$ cat config.mk
export PLATFORM = sky130hd
export DESIGN_NAME = multi_ch_deglitch
export DESIGN_NICKNAME = d
export VERILOG_FILES = /design/src/rtl/multi_ch_deglitch.sv
export SDC_FILE = /design/constraint.sdc
export NUM_CORES = 1
export LEC_CHECK = 0
export CORE_ASPECT_RATIO = 1.25
export CORE_MARGIN = 4
export CORE_UTILIZATION = 40
export DETAILED_ROUTE_END_ITERATION = 12
export PLACE_DENSITY = 0.74
export SLEW_MARGIN = 20
export SYNTH_ARGS = -nofsm -noshare
export SYNTH_HDL_FRONTEND = slang
export SYNTH_SLANG_ARGS = --single-unit
$ cat constraint.sdc
create_clock -name clk -period 3.05 [get_ports clk]
set_clock_uncertainty 0.15 [all_clocks]
set_input_delay 0.61 -clock clk [delete_from_list [all_inputs] [get_ports clk]]
set_output_delay 0.61 -clock clk [all_outputs]
set_load 0.01 [all_outputs]
$ cat src/rtl/multi_ch_deglitch.sv
// N-channel input deglitcher: 2-flop synchroniser plus tick-based qualification per channel.
// Optional per-channel glitch counters are enabled by defining DEGLITCH_GLITCH_CNT_EN.
module multi_ch_deglitch #(
  parameter int   CH   = 4,
  parameter int   TW   = 8,
  parameter logic INIT = 1'b0
) (
  input  logic              clk,
  input  logic              rst,
  input  logic              tick,
  input  logic [CH-1:0]     sin,
  input  logic [TW-1:0]     flt_time,
  output logic [CH-1:0]     sout,
  output logic [CH-1:0]     sout_rise,
  output logic [CH-1:0]     sout_fall,
  input  logic              glitch_clr,
  output logic [CH*8-1:0]   glitch_cnt
);

  localparam logic [TW-1:0] ONE = TW'(1);

  logic [CH-1:0] sync0;
  logic [CH-1:0] sync1;
  logic [CH-1:0] diff;
  logic [CH-1:0] sout_nxt;
  logic [CH-1:0] abort;
  logic [TW-1:0] cnt     [CH];
  logic [TW-1:0] cnt_nxt [CH];
  logic [TW-1:0] flt_last;

  assign diff     = sync1 ^ sout;
  assign flt_last = flt_time - ONE;

  // Compare with >= so a threshold lowered below the running count completes on the next tick.
  always_comb begin
    sout_nxt = sout;
    abort    = '0;
    for (int k = 0; k < CH; k++) begin
      cnt_nxt[k] = cnt[k];
      if (!diff[k]) begin
        cnt_nxt[k] = '0;
        abort[k]   = (cnt[k] != '0);
      end else if (flt_time == '0) begin
        sout_nxt[k] = sync1[k];
        cnt_nxt[k]  = '0;
      end else if (tick) begin
        if (cnt[k] >= flt_last) begin
          sout_nxt[k] = sync1[k];
          cnt_nxt[k]  = '0;
        end else begin
          cnt_nxt[k] = cnt[k] + ONE;
        end
      end
    end
  end

  always_ff @(posedge clk or negedge rst) begin
    if (!rst) begin
      sync0     <= {CH{INIT}};
      sync1     <= {CH{INIT}};
      sout      <= {CH{INIT}};
      sout_rise <= '0;
      sout_fall <= '0;
      for (int k = 0; k < CH; k++) cnt[k] <= '0;
    end else begin
      sync0     <= sin;
      sync1     <= sync0;
      sout      <= sout_nxt;
      sout_rise <= sout_nxt & ~sout;
      sout_fall <= ~sout_nxt & sout;
      for (int k = 0; k < CH; k++) cnt[k] <= cnt_nxt[k];
    end
  end

`ifdef DEGLITCH_GLITCH_CNT_EN
  logic [7:0] gcnt [CH];

  // Clear has priority over a coincident increment; counters saturate at 255.
  always_ff @(posedge clk or negedge rst) begin
    if (!rst) begin
      for (int k = 0; k < CH; k++) gcnt[k] <= '0;
    end else begin
      for (int k = 0; k < CH; k++) begin
        if (glitch_clr)                        gcnt[k] <= '0;
        else if (abort[k] && gcnt[k] != 8'hFF) gcnt[k] <= gcnt[k] + 8'd1;
      end
    end
  end

  for (genvar k = 0; k < CH; k++) begin : g_gcnt
    assign glitch_cnt[8*k +: 8] = gcnt[k];
  end
`else
  logic unused_glitch;
  assign unused_glitch = glitch_clr | (|abort);
  assign glitch_cnt    = '0;
`endif

endmodule

Word level (Yosys, flattened, before mapping)

Cells that the tools add are included.

Bitwise operators: 5
Muxes and demuxes: 32
Reductions and logical operators: 1
$add $sub $neg: 5
$lt $le $gt $ge: 4
Equal/unequal tests: 4

Operator list:

| cell                  | count |
|---|---|
| $mux W8               | 16 |
| $add A8 B1 Y8 const B | 4 |
| $ge A8 B8 Y1          | 4 |
| $mux W1               | 16 |
| $ne A3 B2 Y1 const B  | 4 |
| $and A4 B4 Y4         | 2 |
| $logic_not A8 Y1      | 1 |
| $not A4 Y4            | 2 |
| $sub A8 B1 Y8 const B | 1 |
| $xor A4 B4 Y4         | 1 |

Input port bits: 16
Logic and storage cells: 60
Output and inout port bits: 44
Register bits: 52

Longest topological paths before layout

Gate-level depths: netlist (run 1).

Depth after elaboration: 8
Gate-level depth with buffers: 13
Depth with buffers taken out: 12

Worst setup path after synthesis (run 1)

No wires, ideal clock.

Kind: input to register
Start: input port flt_time[0]
End: register sout[3]
Required time: 2772 ps
Data arrival time: 3439 ps
Library setup time: 128 ps
Path buffers: 0
Slack: -666 ps
Stages on the path: 12
Cells stage by stage: inv_1 -> ha_1 -> xnor2_1 -> ha_1 -> a21o_1 -> a31oi_1 -> o21ai_0 -> maj3_2 -> maj3_1 -> maj3_2 -> a21oi_2 -> mux2_1

Cells in the longest elaborated chain, start to end: 6
Elaborated cells between the ends (all ways): 7
Classes of those cells: add/sub (1); order compare (1); mux (4); reduce/logical (1)

Ends and longest elaborated chain:

| element              | line | text |
|---|---|---|
| from (decl)          | 12   | `input logic [TW-1:0] flt_time,` |
| $sub A8 B1 Y8        | 32   | `assign flt_last = flt_time - ONE;` |
| $ge A8 B8 Y1         | 47   | `if (cnt[k] >= flt_last) begin` |
| $mux W1              | 47   |  |
| $mux W1              | 46   | `end else if (tick) begin` |
| $mux W1 *            | 43   | `end else if (flt_time == '0) begin` |
| $mux W1 *            | 40   | `if (!diff[k]) begin` |
| via sout_nxt[3]      | 25   | `logic [CH-1:0] sout_nxt;` |
| to (signal assigned) | 61   | `sout <= {CH{INIT}};` |
| to (signal assigned) | 68   | `sout <= sout_nxt;` |
| to (decl)            | 13   | `output logic [CH-1:0] sout,` |

Mark *: on every way through the listed nets, which the timed path passes. The rest lies on a longest branch.
A chain may end at the register's enable or synchronous reset.

Worst setup path in the final report (run 1)

Start: input port flt_time[0]
End: register sout[2]

The elaborated chain is that of the path after synthesis.

==> impl_metrics.py, run 1 <==
metrics = {
    "critical_path": {
        "crit-reg2reg-launch": "cnt[0]$_DFFE_PN0P_",
        "reg2reg_to": "sout[3]$_DFF_PN0_",
        "endpoint_kind": "flip-flop",
        "crit_arrival_ns": 3.36,
        "crit_type": "in2reg",
        "startpoint_type": "input pin",
        "cp_max_fo": 6,
        "worst-r2r-setup-slack_ns": 0.14,
        "rr_worst_depth": 10,
        "crit_required_ns": 3.10,
    },
    "cts": {
        "clkTransAtPathRegs_ns": 0.10,
        "clockRootBuffer": "clkbuf_8",
        "cts_made_buffers": 5,
        "tritoncts": "built",
        "numClockSinks": 52,
        "hold_buffers": 0,
        "cts_max_level": 2,
        "clockBufferDepth": 2,
        "clock_latency_ns": 0.31,
    },
    "synthesis": {
        "synth-simple-area-share_pct": 19.32,
        "syn-cell-area_sq_mm": 0.003401,
        "synth_edf_count": 0,
        "synth_cells": 356,
        "synth_compound_area_share_pct": 14.28,
        "synth_top_family_by_area": "simple AND/OR/NAND/NOR gates",
        "synth_fa_ha_area_share_pct": 12.73,
        "synth_seq_cells": 52,
        "synth.mux.area_fraction_pct": 1.619,
        "synth.avg_cell_area_sq_um": 9.553,
        "synth.distinct_cells": 51,
        "synthXorXnorAreaFrac_pct": 4.636,
        "ys.warnings.count": 0,
        "seq_area_frac_synth_pct": 38.26,
        "async_flop_share_pct": 100.0,
        "ys.flop_type": "dfrtp_1",
    },
    "detailed_routing": {
        "wl_per_cell_um": 14.66,
        "dr.pass1.iters": 4,
        "num_vias": 2880,
        "routed_wl_um": 7886,
        "dr.first_iter.drc_count": 148,
        "final_antenna_net_count": 0,
        "drc_errors": 0,
        "avgViaCountPerCell": 5.353,
    },
    "outcome": {
        "violations": "setup timing",
        "status": "finished with violations",
    },
    "finish": {
        "fin_util_pct": 56.21,
        "stdcell_count": 538,
        "diodes": 0,
        "layout_common_cells": "52 x dfrtp_1, 44 x buf_4, 32 x conb_1, 31 x nand2_1, 20 x clkdlybuf4s50_1",
        "final_common_cell": "dfrtp_1",
        "layout-drive-gt1-share_pct": 30.39,
        "nNetsFinal": 482,
        "fillers": 692,
        "area_growth_pct": 36.20,
    },
    "placement": {
        "placed_cells": 519,
        "dp_hpwl_um": 5586,
        "port_buffers": 26,
        "gp_congestion": 0.8389,
        "dp_worst_setup_slack_ns": -1.158,
    },
    "timing": {
        "hold_viol_final": 0,
        "period_needed_ns": 3.308,
        "rsz0062_at_grt": "yes",
        "worstMarginPinSlew_ns": 0.5743,
        "finalSetupTns_ns": -4.876,
        "slew-limit-headroom_pct": 61.44,
        "fin_crit_sh_pct": 108.5,
        "setup_viol": 38,
        "clock.fmax_ghz": 0.3023,
        "final.setup.worst_slack_ns": -0.2582,
        "drv_slew": 0,
    },
    "floorplanning": {
        "floorplan.initialDensity_pct": 41.27,
        "dieArea_sq_mm": 0.01005,
        "die_x_um": 90.47,
        "coreArea_sq_mm": 0.008240,
        "ioPinCount": 60,
        "row_count": 37,
        "die_h_um": 111.1,
    },
    "global_route": {
        "grt_pass1_vias": 2884,
        "grt_overflow": 0,
        "gr-usage-all-layers_pct": 16.03,
        "grt_pass1_wl_um": 13500,
        "grt_antenna_before_repair": 0,
        "grt_max_degree": 27,
    },
    "pwr": {
        "leakagePower_uw": 0.002144,
        "fin_total_pwr_uw": 1921,
        "powerDensity_mw_per_mm2": 414.8,
        "peakVddDrop_mv": 0.2278,
    },
    "min_path": {
        "hp-class": "in2async",
    },
    "flow_run": {
        "drv_cap": 0,
    },
}
-- critical path: stages --
cell and delay (ns):
buf_8 0.08, clkinvlp_4 0.08, ha_4 0.19, xnor2_4 0.19, buf_12 0.14, ha_4 0.20, a21o_1 0.14, a31oi_1 0.14
o21ai_1 0.09, maj3_2 0.31, maj3_2 0.32, maj3_2 0.36, a21oi_2 0.18, mux2_4 0.31
-- per-stage QoR --
step	hold WS (ns)	cell area, sq um
floorplan	0.1644	3591
global placement	0.1869	4056
detailed placement	0.1856	4056
CTS	0.1457	4549
global route	0.1723	4632
finish	0.1273	4632
-- Yosys cell counts (all sizes together) (2+ instances only) --
| cell | n | area share [%] |
|---|---|---|
| dfrtp | 52 | 38 |
| buf | 33 | 7.2 |
| nand2 | 32 | 3.5 |
| ha | 26 | 9.6 |
| nor2 | 17 | 1.9 |
| a21oi | 16 | 2.5 |
| a21o | 13 | 2.9 |
| o21ai | 13 | 1.9 |
| inv | 12 | 1.3 |
| nor3b | 12 | 2.8 |
| xor2 | 11 | 2.8 |
| maj3 | 10 | 3.2 |
| nand2b | 9 | 1.7 |
| nand3 | 9 | 1.3 |
| a211oi | 8 | 1.8 |
| and3 | 8 | 1.5 |
| a31oi | 7 | 1.3 |
| nor3 | 7 | 1.2 |
| xnor2 | 7 | 1.8 |
| nand4 | 6 | 1.1 |
| or3 | 6 | 1.1 |
| and2 | 5 | 0.92 |
| clkbuf | 5 | 0.55 |
| mux2 | 4 | 1.3 |
| nor4 | 3 | 0.55 |
| o22a | 3 | 0.77 |
| a211o | 2 | 0.52 |
| nor4b | 2 | 0.52 |
| o21ba | 2 | 0.59 |
| or2 | 2 | 0.37 |
| or3b | 2 | 0.52 |
-- power breakdown --
part	internal, uW	switching [uW]
logic	309	311
registers	744	71.2
clock network	248	237
-- state kept, by name (all words and copies together) (netlist names) --
signal,flops
cnt,32
sout,4
sout_fall,4
sout_rise,4
sync0,4
sync1,4
-- routing by layer --
layer  up-vias  GRT usage [%]  wire, um
met5         -              0         0
met4         0          3.882        90
met3         8          2.376       350
met2        71          29.44      4255
met1      1414          19.45      3190
li1       1387              -         -
-- worst max-delay path by stage --
stage | startpoint | end
after floorplan | flt_time[0] | sout[2]$_DFF_PN0_
after global placement | flt_time[0] | sout[2]$_DFF_PN0_
after detailed placement | flt_time[0] | cnt[10]$_DFFE_PN0P_
after CTS | flt_time[0] | cnt[10]$_DFFE_PN0P_
after global routing | flt_time[0] | cnt[11]$_DFFE_PN0P_
final | flt_time[0] | sout[2]$_DFF_PN0_
-- final cells by class --
type	instances	area, sq um	share of cell area (%)
tap	97	121.4	2.620
clock buffer	6	72.57	1.567
inverter	12	48.80	1.053
multi-input combinational	286	2300	49.65
clock inverter	2	38.79	0.8374
timing repair buffer	83	749.5	16.18
sequential	52	1301	28.09
-- repair_timing --
item	CTS	global route
pin swaps	46	23
cloned	1	0
hold endpoints to repair	0	0
setup endpoints to repair	44	41
buffers inserted	12	6
resized for setup	77	16
-- kinds of logic after synthesis --
kind of cell / after synthesis
DFF: 52
xor gates and xnor gates: 18
and+or+nand+nor: 122
muxes: 5
buffers and inverters: 50
other: 1
AOI/OAI and AO/OA: 72
adders and majority gates: 36
(Power assumes the default switching activity.)
==> run 2, diff against run 1 <==
--- a/config.mk
+++ b/config.mk
@@ -9,7 +9,7 @@
 export CORE_MARGIN = 4
 export CORE_UTILIZATION = 40
 export DETAILED_ROUTE_END_ITERATION = 12
-export PLACE_DENSITY = 0.74
+export PLACE_DENSITY = 0.71
 export SLEW_MARGIN = 20
 export SYNTH_ARGS = -nofsm -noshare
 export SYNTH_HDL_FRONTEND = slang
==> constraint.sdc (replaced) <==
create_clock -name clk -period 3.3 [get_ports clk]
set_clock_uncertainty 0.15 [all_clocks]
set_input_delay 0.66 -clock clk [delete_from_list [all_inputs] [get_ports clk]]
set_output_delay 0.66 -clock clk [all_outputs]
set_load 0.01 [all_outputs]
==> run 2 against run 1 <==
The run still ends with setup timing left. Clock-buffer cell count unchanged. Highest routed layer unchanged. Cell count fell by 2.6%. Critical path type unchanged. Core utilization fell by 3.0 points. Sequential cell count did not move. Largest power group unchanged. Wire length fell by 1.5%. Combinational power decreased by 16%. Register-to-register slack improved by 0.21 ns.
==> impl_metrics.py, run 2 (synthesis results as in run 1) <==
metrics = {
    "finish": {
        "fin_util_pct": 53.23,
        "final_common_cell": "dfrtp_1",
        "largest_register_ff_count": 32,
        "largest-register": "cnt",
        "diodes": 0,
        "nNetsFinal": 468,
        "area_growth_pct": 28.99,
        "layout_common_cells": "52 x dfrtp_1, 36 x buf_4, 32 x conb_1, 31 x nand2_1, 20 x clkdlybuf4s50_1",
        "layout-drive-gt1-share_pct": 24.59,
        "post-route-cell-area_sq_mm": 0.004387,
    },
    "floorplanning": {
        "row_count": 37,
        "die_h_um": 111.1,
        "ioPinCount": 60,
        "die_x_um": 90.47,
        "dieArea_sq_mm": 0.01005,
        "coreArea_sq_mm": 0.008240,
        "floorplan.initialDensity_pct": 41.27,
    },
    "critical_path": {
        "path_cells": "buf_8 -> clkinvlp_4 -> ha_4 -> xnor2_4 -> buf_12 -> ha_4 -> a21o_1 -> a31oi_1 -> o21ai_1 -> maj3_2 -> maj3_2 -> a2111o_1 -> o21ba_1 -> a31oi_1",
        "crit_type": "in2reg",
        "slowest_stage": "a2111o_1",
        "endpoint_kind": "flip-flop",
        "path_buf_inv": 3,
        "cp_max_fo": 5,
        "crit_required_ns": 3.39,
        "startpoint_type": "input pin",
        "critPathTopFamily": "compound AO/OA/AOI/OAI gates",
        "crit_arrival_ns": 3.43,
        "max_stage_delay_ns": 0.51,
    },
    "global_route": {
        "gr-usage-all-layers_pct": 15.30,
        "grt_pass1_wl_um": 12660,
        "grt_pass1_vias": 2766,
        "grt_antenna_before_repair": 0,
        "grt_overflow": 0,
        "grt_max_degree": 28,
    },
    "placement": {
        "post_dp_cell_area_sq_mm": 0.003994,
        "gp_congestion": 0.8245,
        "dp_hpwl_um": 5543,
        "port_buffers": 26,
    },
    "cts": {
        "clock_latency_ns": 0.31,
        "hold_buffers": 0,
        "tritoncts": "built",
        "clkTransAtPathRegs_ns": 0.10,
        "clockBufferDepth": 2,
        "cts_max_level": 2,
        "clockRootBuffer": "clkbuf_8",
        "numClockSinks": 52,
        "cts_made_buffers": 5,
    },
    "timing": {
        "drv_slew": 0,
        "final.setup.worst_slack_ns": -0.03911,
        "setup_viol": 4,
        "hold_viol_final": 0,
        "worstMarginPinSlew_ns": 0.5982,
        "fin_crit_sh_pct": 101.2,
        "rsz0062_at_grt": "yes",
        "clock.fmax_ghz": 0.2995,
        "slew-limit-headroom_pct": 59.83,
        "period_needed_ns": 3.339,
    },
    "detailed_routing": {
        "routed_wl_um": 7770,
        "final_antenna_net_count": 0,
        "num_vias": 2818,
        "dr.pass1.iters": 4,
        "wl_per_cell_um": 14.83,
        "avgViaCountPerCell": 5.378,
        "dr.first_iter.drc_count": 118,
        "drc_errors": 0,
    },
    "pwr": {
        "leakagePower_uw": 0.002041,
        "fin_total_pwr_uw": 1648,
        "powerDensity_mw_per_mm2": 375.8,
        "peakVddDrop_mv": 0.1758,
    },
    "outcome": {
        "status": "finished with violations",
        "violations": "setup timing",
    },
    "min_path": {
        "hp-class": "in2async",
    },
    "flow_run": {
        "drv_cap": 0,
    },
}
run 2: cell count changes in the layout (fill, tap and decap cells not counted), sizes merged:
cell / previous run / this run
dlygate4sd2: 1 / 2
inv: 12 / 11
o21a: 2 / 1
clkdlybuf4s15: 2 / 0
bufinv: 1 / 0
clkinvlp: 1 / 2
clkinv: 0 / 1
buf: 60 / 48
run 2: worst register-to-register path, delay by kind of cell, from the launching register on:
kind                       cells  cell delay [ns]
AOI/OAI and AO/OA              5             1.14
adders and majority gates      3             0.92
DFF                            1             0.40
and+or+nand+nor                1             0.17
buffers and inverters          1             0.09
run 2: final timing paths:
kind / startpoint / end / slack, ns / depth (start not counted)
worst max-delay path: flt_time[0] / cnt[28]$_DFFE_PN0P_ / -0.04 / 14
worst min-delay path: rst / sync1[2]$_DFF_PN0_ / 0.18 / 1
worst max register to register: cnt[24]$_DFFE_PN0P_ / cnt[28]$_DFFE_PN0P_ / 0.35 / 10
worst min register to register: sync0[2]$_DFF_PN0_ / sync1[2]$_DFF_PN0_ / 0.21 / 0
max in group asynchronous: rst / cnt[1]$_DFFE_PN0P_ / 2.06 / 2
min in group clk: sync0[2]$_DFF_PN0_ / sync1[2]$_DFF_PN0_ / 0.21 / 0
run 2: what timing repair did:
action | 4_1_cts | 5_1_grt
buffers inserted | 3 | 2
pin swaps | 22 | 22
setup endpoints to repair | 44 | 34
gates resized for setup | 40 | 27
run 2: power breakdown:
group	switching (uW)	internal, uW
sequential	70.5	688
clock	220	151
combinational	265	254
run 2: cell type report:
type	count	area [sq um]
clock buffers	6	72.57
inverters	12	48.80
flip-flops and latches	52	1301
fillers	742	3854
multi-input cells	285	2210
clock inverters	2	16.27
repair buffers	70	616.8
well taps	97	121.4
run 2: per-stage QoR:
step / std cells / hold slack [ns] / worst slack (ns) / setup TNS (ns)
CTS: 523 / 0.1972 / -0.005029 / -0.005029
global placement: 512 / 0.1848 / -0.8420 / -30.86
detailed placement: 512 / 0.1864 / -0.8821 / -33.07
global route: 524 / 0.2219 / -0.1975 / -1.797
floorplan: 387 / 0.1812 / -0.2600 / -1.825
finish: 524 / 0.1811 / -0.03911 / -0.1023
run 2: metal layers:
metal | up-vias | GRT usage [%] | part of all wire (%)
li1 | 1349 | - | -
met1 | 1372 | 17.61 | 41
met2 | 71 | 26.87 | 52
met3 | 26 | 2.919 | 3.6
met4 | 0 | 7.559 | 3.4
met5 | - | 0 | 0
==> run 3, diff against run 2 <==
--- a/config.mk
+++ b/config.mk
@@ -9,7 +9,9 @@
 export CORE_MARGIN = 4
 export CORE_UTILIZATION = 40
 export DETAILED_ROUTE_END_ITERATION = 12
-export PLACE_DENSITY = 0.71
+export DONT_BUFFER_PORTS = 1
+export PLACE_DENSITY = 0.62
+export SETUP_SLACK_MARGIN = 0.2
 export SLEW_MARGIN = 20
 export SYNTH_ARGS = -nofsm -noshare
 export SYNTH_HDL_FRONTEND = slang
==> run 3 against run 2 <==
Power decreased by 2.3%. Critical endpoint is now sout[2]$_DFF_PN0_. Wire length decreased by 7.4%. Cell count decreased by 7.1%. The run now ends clean. Sequential share of layout area increased by 1.9 points. Setup slack improved by 0.061 ns. Register-to-register slack improved by 0.02 ns. Global-route usage decreased by 0.92 points. Design area decreased by 5.9%. Largest cell class unchanged. Via count decreased by 7.4%. Combinational power decreased by 13%.
==> impl_metrics.py, run 3 (synthesis results as in run 1) <==
metrics = {
    "finish": {
        "diodes": 0,
        "register_area_sq_mm": 0.001301,
        "fin_util_pct": 50.09,
        "area_growth_pct": 21.38,
        "final_common_cell": "dfrtp_1",
        "layout_common_cells": "52 x dfrtp_1, 32 x conb_1, 31 x nand2_1, 20 x ha_1, 20 x buf_4",
        "largest-register": "cnt",
        "multiInputGateArea_sq_mm": 0.002250,
        "fillers": 753,
        "largest_register_ff_count": 32,
        "layout-drive-gt1-share_pct": 25.90,
        "nNetsFinal": 431,
    },
    "cts": {
        "tritoncts": "built",
        "cts_made_buffers": 5,
        "clockRootBuffer": "clkbuf_8",
        "clkTransAtPathRegs_ns": 0.11,
        "clock_latency_ns": 0.32,
        "cts_max_level": 2,
        "clockBufferDepth": 2,
        "numClockSinks": 52,
    },
    "floorplanning": {
        "ioPinCount": 60,
        "row_count": 37,
        "coreArea_sq_mm": 0.008240,
        "floorplan.initialDensity_pct": 41.27,
        "die_x_um": 90.47,
        "dieArea_sq_mm": 0.01005,
        "die_h_um": 111.1,
    },
    "min_path": {
        "hp-class": "in2async",
    },
    "placement": {
        "gp_congestion": 0.7987,
        "port_buffers": 0,
        "dp_hpwl_um": 4999,
        "dp_worst_setup_slack_ns": -0.3880,
    },
    "critical_path": {
        "slowest_stage": "maj3_2",
        "cp_max_fo": 6,
        "endpoint_kind": "flip-flop",
        "rr_worst_depth": 10,
        "crit_arrival_ns": 3.33,
        "max_stage_delay_ns": 0.37,
        "path_buf_inv": 2,
        "crit_type": "in2reg",
        "critPathTopFamily": "adder cells",
        "startpoint_type": "input pin",
        "cpMostUsedCell": "maj3_2",
        "crit_required_ns": 3.36,
        "cp.depth": 13,
        "path_cells": "clkinvlp_4 -> ha_4 -> xnor2_4 -> buf_12 -> ha_4 -> a21o_1 -> a31oi_1 -> o21ai_1 -> maj3_2 -> maj3_2 -> maj3_2 -> a21oi_2 -> mux2_4",
    },
    "pwr": {
        "powerDensity_mw_per_mm2": 390.1,
        "peakVddDrop_mv": 0.2280,
        "leakagePower_uw": 0.001906,
    },
    "detailed_routing": {
        "drc_errors": 0,
        "avgViaCountPerCell": 5.357,
        "dr.pass1.iters": 4,
        "routed_wl_um": 7195,
        "num_vias": 2609,
        "wl_per_cell_um": 14.77,
        "dr.first_iter.drc_count": 84,
        "final_antenna_net_count": 0,
    },
    "timing": {
        "worstMarginPinSlew_ns": 0.6047,
        "fin_hold_ws_ns": 0.02081,
        "rsz0062_at_grt": "yes",
        "period_needed_ns": 3.278,
        "slew-limit-headroom_pct": 59.40,
        "hold_viol_final": 0,
        "drv_slew": 0,
        "fin_crit_sh_pct": 99.33,
        "clock.fmax_ghz": 0.3051,
        "finalSetupTns_ns": 0,
        "setup_viol": 0,
        "final.setup.worst_slack_ns": 0.02199,
    },
    "global_route": {
        "gr-usage-all-layers_pct": 14.38,
        "grt_overflow": 0,
        "grt_pass1_vias": 2560,
        "grt_max_degree": 53,
        "grt_antenna_before_repair": 0,
        "grt_pass1_wl_um": 12080,
    },
    "flow_run": {
        "drv_cap": 0,
    },
    "outcome": {
        "status": "complete, no violations",
    },
}
run 3: changes by cell type in the layout (fill, tap and decap cells not counted), sizes merged:
cell,before,now
buf,48,32
inv,11,12
clkdlybuf4s50,20,0
o21a,1,2
dlygate4sd2,2,0
clkbuf,6,5
run 3: area by class of cell:
cell class | count | share of cell area [%]
Multi-Input combinational cell | 286 | 54.50
Tap cell | 97 | 2.940
Inverter | 12 | 1.182
Sequential cell | 52 | 31.52
Clock inverter | 3 | 0.6669
Timing Repair Buffer | 32 | 7.517
Clock buffer | 5 | 1.667
run 3: routing by layer:
metal	part of all wire, %	track usage (%)
met5	0	0
met4	1.3	4.597
met3	3.9	3.055
met2	51	24.74
met1	43	17.84
run 3: worst register-to-register path, delay by kind of cell (launching register included):
| family | cells | cell delay [ns] |
|---|---|---|
| mux | 1 | 0.31 |
| buf+inv | 1 | 0.07 |
| fa+ha+maj | 4 | 1.26 |
| flops | 1 | 0.45 |
| simple gates | 1 | 0.14 |
| compound gates | 3 | 0.45 |
run 3: stage by stage:
| stage | power (uW) | cells | instance area [sq um] |
|---|---|---|---|
| after CTS | 1596 | 486 | 4001 |
| after global routing | 1724 | 487 | 4128 |
| after detailed placement | 1126 | 467 | 3606 |
| after global placement | 1111 | 467 | 3606 |
| after floorplan | 1063 | 387 | 3591 |
| final | 1610 | 487 | 4128 |
run 3: worst paths after layout:
check	to	slack, ns	from
min	sync0[0]$_DFF_PN0_	0.02	rst
min in group clk	sync0[0]$_DFF_PN0_	0.20	sin[0]
max	sout[2]$_DFF_PN0_	0.02	flt_time[0]
max in group asynchronous	cnt[24]$_DFFE_PN0P_	2.73	rst
min reg2reg	sync1[0]$_DFF_PN0_	0.21	sync0[0]$_DFF_PN0_
max reg2reg	sout[2]$_DFF_PN0_	0.37	cnt[8]$_DFFE_PN0P_
run 3: power by group:
part / internal [uW] / switching (uW)
sequential: 688 / 76.8
combinational: 214 / 240
clock: 156 / 236
run 3: repair_timing:
item,in CTS,in global routing
pin swaps,30,20
hold buffers,1,0
cloned,1,0
endpoints found under the setup margin,34,39
setup buffers,9,1
gates resized for setup,37,30
endpoints found under the hold margin,52,0
